**src/rtl/ps2_decoder.sv**
```systemverilog
// ps2_decoder: folds a Set-2 PS/2 scancode byte stream into single key events.
// E0 (extended), F0 (break) and E1 (pause) prefix sequences are collapsed
// into one 10-bit event {break, extended, code} and queued in a small FIFO.
// The FIFO is read by the CPU side over a ready/valid handshake.
// Optional feature macro: PS2_PAUSE_EVENT_EN. When it is defined, a complete
// E1 pause sequence produces the event 0x177. When it is undefined, the
// sequence is swallowed without producing any event.
module ps2_decoder #(
  parameter int FIFO_DEPTH = 8
) (
  input  logic       clk_i,
  input  logic       reset_i,
  input  logic [7:0] data_i,
  input  logic       valid_i,
  output logic [9:0] event_o,
  output logic       event_valid_o,
  input  logic       event_ready_i,
  output logic       overflow_o,
  output logic       err_o
);

  localparam int PTR_W = $clog2(FIFO_DEPTH);
  localparam int CNT_W = PTR_W + 1;
  localparam logic [CNT_W-1:0] DEPTH_CNT = CNT_W'(FIFO_DEPTH);

  typedef enum logic [2:0] {
    IDLE,
    EXT,
    BRK,
    EXT_BRK,
    PAUSE
  } state_t;

  state_t     state;
  state_t     next_state;
  logic [2:0] skip_cnt;
  logic [2:0] next_skip;
  logic       push_req;
  logic [9:0] push_event;
  logic       err_next;
  logic       err_q;

  logic       is_key;
  logic       is_e0;
  logic       is_e1;
  logic       is_f0;
  logic       is_prefix;

  logic [9:0]       mem [FIFO_DEPTH];
  logic [PTR_W-1:0] wr_ptr;
  logic [PTR_W-1:0] rd_ptr;
  logic [CNT_W-1:0] count;
  logic             full;
  logic             do_push;
  logic             do_pop;

  assign is_key    = (data_i >= 8'h01) && (data_i <= 8'h83);
  assign is_e0     = (data_i == 8'hE0);
  assign is_e1     = (data_i == 8'hE1);
  assign is_f0     = (data_i == 8'hF0);
  assign is_prefix = is_e0 || is_e1 || is_f0;

  // Prefix state and the pause skip counter advance only on accepted bytes.
  always_ff @(posedge clk_i) begin
    if (reset_i) begin
      state    <= IDLE;
      skip_cnt <= 3'd0;
      err_q    <= 1'b0;
    end else begin
      state    <= next_state;
      skip_cnt <= next_skip;
      err_q    <= err_next;
    end
  end

  // Classify the incoming byte against the pending prefix and decide the event.
  always_comb begin
    next_state = state;
    next_skip  = skip_cnt;
    push_req   = 1'b0;
    push_event = 10'h000;
    err_next   = 1'b0;
    if (valid_i) begin
      case (state)
        IDLE: begin
          if (is_key) begin
            push_req   = 1'b1;
            push_event = {2'b00, data_i};
          end else if (is_e0) begin
            next_state = EXT;
          end else if (is_f0) begin
            next_state = BRK;
          end else if (is_e1) begin
            next_state = PAUSE;
            next_skip  = 3'd0;
          end
        end
        EXT: begin
          if (is_key) begin
            push_req   = 1'b1;
            push_event = {2'b01, data_i};
            next_state = IDLE;
          end else if (is_f0) begin
            next_state = EXT_BRK;
          end else begin
            err_next   = is_prefix;
            next_state = IDLE;
          end
        end
        BRK: begin
          if (is_key) begin
            push_req   = 1'b1;
            push_event = {2'b10, data_i};
          end
          err_next   = is_prefix;
          next_state = IDLE;
        end
        EXT_BRK: begin
          if (is_key) begin
            push_req   = 1'b1;
            push_event = {2'b11, data_i};
          end
          err_next   = is_prefix;
          next_state = IDLE;
        end
        PAUSE: begin
          if (skip_cnt == 3'd6) begin
            next_state = IDLE;
            next_skip  = 3'd0;
`ifdef PS2_PAUSE_EVENT_EN
            push_req   = 1'b1;
            push_event = 10'h177;
`endif
          end else begin
            next_skip = skip_cnt + 3'd1;
          end
        end
        default: begin
          next_state = IDLE;
          next_skip  = 3'd0;
        end
      endcase
    end
  end

  assign full    = (count == DEPTH_CNT);
  assign do_pop  = (count != '0) && event_ready_i;
  assign do_push = push_req && (!full || do_pop);

  // FIFO pointers, occupancy and the sticky overflow flag.
  always_ff @(posedge clk_i) begin
    if (reset_i) begin
      wr_ptr     <= '0;
      rd_ptr     <= '0;
      count      <= '0;
      overflow_o <= 1'b0;
    end else begin
      if (do_push) begin
        wr_ptr <= wr_ptr + 1'b1;
      end
      if (do_pop) begin
        rd_ptr <= rd_ptr + 1'b1;
      end
      case ({do_push, do_pop})
        2'b10:   count <= count + 1'b1;
        2'b01:   count <= count - 1'b1;
        default: count <= count;
      endcase
      if (push_req && full && !do_pop) begin
        overflow_o <= 1'b1;
      end
    end
  end

  // Event storage; contents need no reset because occupancy gates visibility.
  always_ff @(posedge clk_i) begin
    if (!reset_i && do_push) begin
      mem[wr_ptr] <= push_event;
    end
  end

  assign event_valid_o = (count != '0);
  assign event_o       = event_valid_o ? mem[rd_ptr] : 10'h000;
  assign err_o         = err_q;

endmodule

```
**config.mk**
```make
export PLATFORM = sky130hd
export DESIGN_NAME = ps2_decoder
export DESIGN_NICKNAME = d
export VERILOG_FILES = /design/src/rtl/ps2_decoder.sv
export SDC_FILE = /design/constraint.sdc
export NUM_CORES = 1
export LEC_CHECK = 0
export ABC_AREA = 1
export CAP_MARGIN = 20
export CORE_MARGIN = 2
export CORE_UTILIZATION = 60
export CTS_BUF_LIST = sky130_fd_sc_hd__clkbuf_4 sky130_fd_sc_hd__clkbuf_8 sky130_fd_sc_hd__clkbuf_16
export DETAILED_ROUTE_END_ITERATION = 10
export PLACE_DENSITY = 0.87
export SLEW_MARGIN = 20
export SYNTH_ARGS = -nofsm -noshare
export SYNTH_HDL_FRONTEND = slang
export SYNTH_SLANG_ARGS = --single-unit
```
**constraint.sdc**
```tcl
create_clock -name clk_i -period 4.2 [get_ports clk_i]
set_clock_uncertainty 0.2 [all_clocks]
set_input_delay 0.63 -clock clk_i [delete_from_list [all_inputs] [get_ports clk_i]]
set_output_delay 0.63 -clock clk_i [all_outputs]
set_load 0.05 [all_outputs]
```
==> results.json, run 1 <==
{
  "clock_sinks": 101,
  "finalWirelength_mm": 9.294,
  "worst-r2r-cell-count": 19,
  "cts_tree": "done",
  "design.core.area_sq_mm": 0.007176,
  "syn_inst": 436,
  "routedWlPerCell_um": 16.36,
  "grt_pass1_wl_mm": 15.07,
  "rsz0062_at_grt": "no",
  "cts_root_buf": "clkbuf_8",
  "nNetsFinal": 481,
  "status": "finished, final reports clean",
  "start_kind": "flop",
  "post_drt_via_cell_ratio": 5.637,
  "synth-seq-area-share": 0.6386,
  "setup-tns-final_ns": 0,
  "ys_types": 33,
  "drive_above_1_share": 0.1109,
  "antenna_cells": 0,
  "die_h_um": 89.84,
  "synth_area_leaders": "edfxtp_1, dfxtp_1, nor2_1",
  "synth-seq-cells": 101,
  "comb_power_share": 0.346,
  "yosys_warnings": 0,
  "port_buffers": 24,
  "fmax_mhz": 275.0,
  "cts_resized": 0,
  "syn_nets": 453,
  "cp-end-kind": "output pin",
  "dp_hpwl_mm": 6.273,
  "htreeDepth": 3,
  "hold_viol": 0,
  "detail_route.first_pass.iterations": 5,
  "dp_slack_ns": 0.9931,
  "r2r_slack_ns": 1.43,
  "power.density_mw_per_mm2": 521.0,
  "endpoint": "event_o[4]",
  "hold_class": "reg -> reg",
  "synth_async_sr_flop_share": 0,
  "drc_errors": 0,
  "synth_top_area_cell": "edfxtp_1",
  "required_ns": 3.37,
  "grt_pass1_vias": 3128,
  "postPlaceCellArea_sq_mm": 0.004790,
  "cts_buffers": 9,
  "path_clk_slew_ns": 0.09,
  "maxCapViolCount": 0,
  "ioPinCount": 25,
  "gp_congestion": 0.8369,
  "stdcell_area_sq_mm": 0.004969,
  "cp_max_fo": 34,
  "p_leak_uw": 0.001860,
  "yosysMostFrequentCell": "nor2_1",
  "overflow": 0,
  "worst_slack_ns": 0.5638,
  "start_util": 0.6160,
  "areaGrowthSynthToFinish_pct": 12.40,
  "track_usage": 0.2396,
  "clkPwrFrac": 0.215,
  "period_needed_ns": 3.636,
  "critPathKind": "reg -> out",
  "ir_drop_mv": 0.3565,
  "switching_power_uw": 970.5,
  "switching_share": 0.3749,
  "p_seq_frac": 0.439,
  "drt_iter0_markers": 271,
  "max_slew_margin": 0.5739,
  "synthFlopType": "edfxtp_1",
  "die_w_um": 89.84,
  "num_rows": 31,
  "finalSetupViolCount": 0,
  "vias": 3202,
  "antenna_left": 0,
  "syn_area_sq_mm": 0.004420,
  "netlist.area_leader.share": 0.5434,
  "cp.arrival_ns": 2.81,
  "slew_violations": 0,
  "cts_hold_buf": 0,
  "dieArea_sq_mm": 0.008070,
  "clkLatencyLatePin_ns": 0.36,
  "synth_edf_count": 80,
  "r2r_start": "count[1]",
  "cts_buffer_depth": 2,
  "avgSynthCellArea_sq_um": 10.14,
  "fin_util": 0.6924,
  "reg2reg_to": "count[3]",
  "cts_setup_buffers": 0,
  "p_int_uw": 1618,
  "antenna_found_initial": 0,
  "synthTopCellsByCount": "nor2_1, edfxtp_1, o21ai_0",
  "grt_max_degree": 41,
  "post-route-period-util": 0.8658,
  "worstMarginPinSlew_ns": 0.6385
}
[routing by layer]
metal	GRT usage	vias to the layer above	wire length, um
met5	0	-	0
li1	-	1548	-
met2	0.4211	135	4689
met4	0.1051	0	197
met3	0.03018	19	551
met1	0.3004	1500	3856
[power by group through the flow]
| stage | combinational (uW) | sequential [uW] | clock (uW) |
|---|---|---|---|
| after global routing | 969 | 1140 | 595 |
| after global placement | 864 | 1160 | 0 |
| final | 895 | 1140 | 558 |
| after detailed placement | 890 | 1160 | 0 |
| after floorplan | 637 | 1150 | 0 |
| after CTS | 892 | 1130 | 562 |
[worst min-delay path by stage]
| stage | start | end | slack, ns | depth (start not counted) |
|---|---|---|---|---|
| after floorplan | rd_ptr[0] | flop | 0.25 | 1 |
| after global placement | overflow_o | overflow_o | 0.26 | 2 |
| after detailed placement | overflow_o | overflow_o | 0.28 | 2 |
| after CTS | skip_cnt[2] | skip_cnt[2] | 0.30 | 2 |
| after global routing | skip_cnt[2] | skip_cnt[2] | 0.34 | 2 |
| final | overflow_o | overflow_o | 0.30 | 2 |
[stage by stage]
stage / power, uW / std cells / hold WS, ns
global placement: 2020 / 552 / 0.2588
floorplan: 1785 / 436 / 0.2476
detailed placement: 2047 / 552 / 0.2816
CTS: 2589 / 568 / 0.3031
global route: 2702 / 568 / 0.3427
finish: 2589 / 568 / 0.2988
[registers in the layout (all words and copies together), names as in the netlist, named ones only]
register / count
err_o: 1
overflow_o: 1
skip_cnt: 3
rd_ptr: 3
state: 3
wr_ptr: 3
count: 4
mem: 80
[critical path, cell delays in order (launching register included)]
cell,delay (ns)
dfxtp_1,0.49
buf_4,0.40
o21ai_0,0.16
o22ai_1,0.19
o21ai_0,0.11
a31oi_1,0.23
clkdlybuf4s50_1,0.86
[area by class of cell]
type                            instances  area (sq um)
Timing Repair Buffer                   34         315.3
Tap cell                               99         123.9
Inverter                               44         165.2
Fill cell                             516          2207
Clock inverter                          5         33.78
Sequential cell                       101          2823
Multi-Input combinational cell        274          1363
Clock buffer                           11         145.1
[placed cells by master (no fill, tap or decap), drive strengths merged]
cell type      count
a211oi             1
a21oi             11
a31oi             11
and3               1
buf               10
clkbuf            11
clkdlybuf4s50     24
clkinv             2
clkinvlp           2
dfxtp             21
edfxtp            80
fa                 1
ha                 4
inv               45
nand2             39
nand3             16
nand3b             1
nor2             106
nor3               4
nor4               2
o21ai             65
o22ai             10
xnor2              1
xor2               1
[cell families (layout without fill, tap and decap cells)]
logic type,after synthesis,after routing,share of synthesized area
simple gates,169,169,0.1701
flops,101,101,0.6385
compound gates,98,98,0.1183
fa+ha+maj,5,5,0.01585
buf+inv,61,94,0.05321
xor+xnor,2,2,0.003963
No activity file was read; power rests on OpenSTA's default activity.
==> inputs of run 2 (changes only) <==
HOLD_SLACK_MARGIN = 0.02   (was unset)
==> results of run 2 <==
Same layout as run 1: the final DEF is identical, and so are final timing and power.
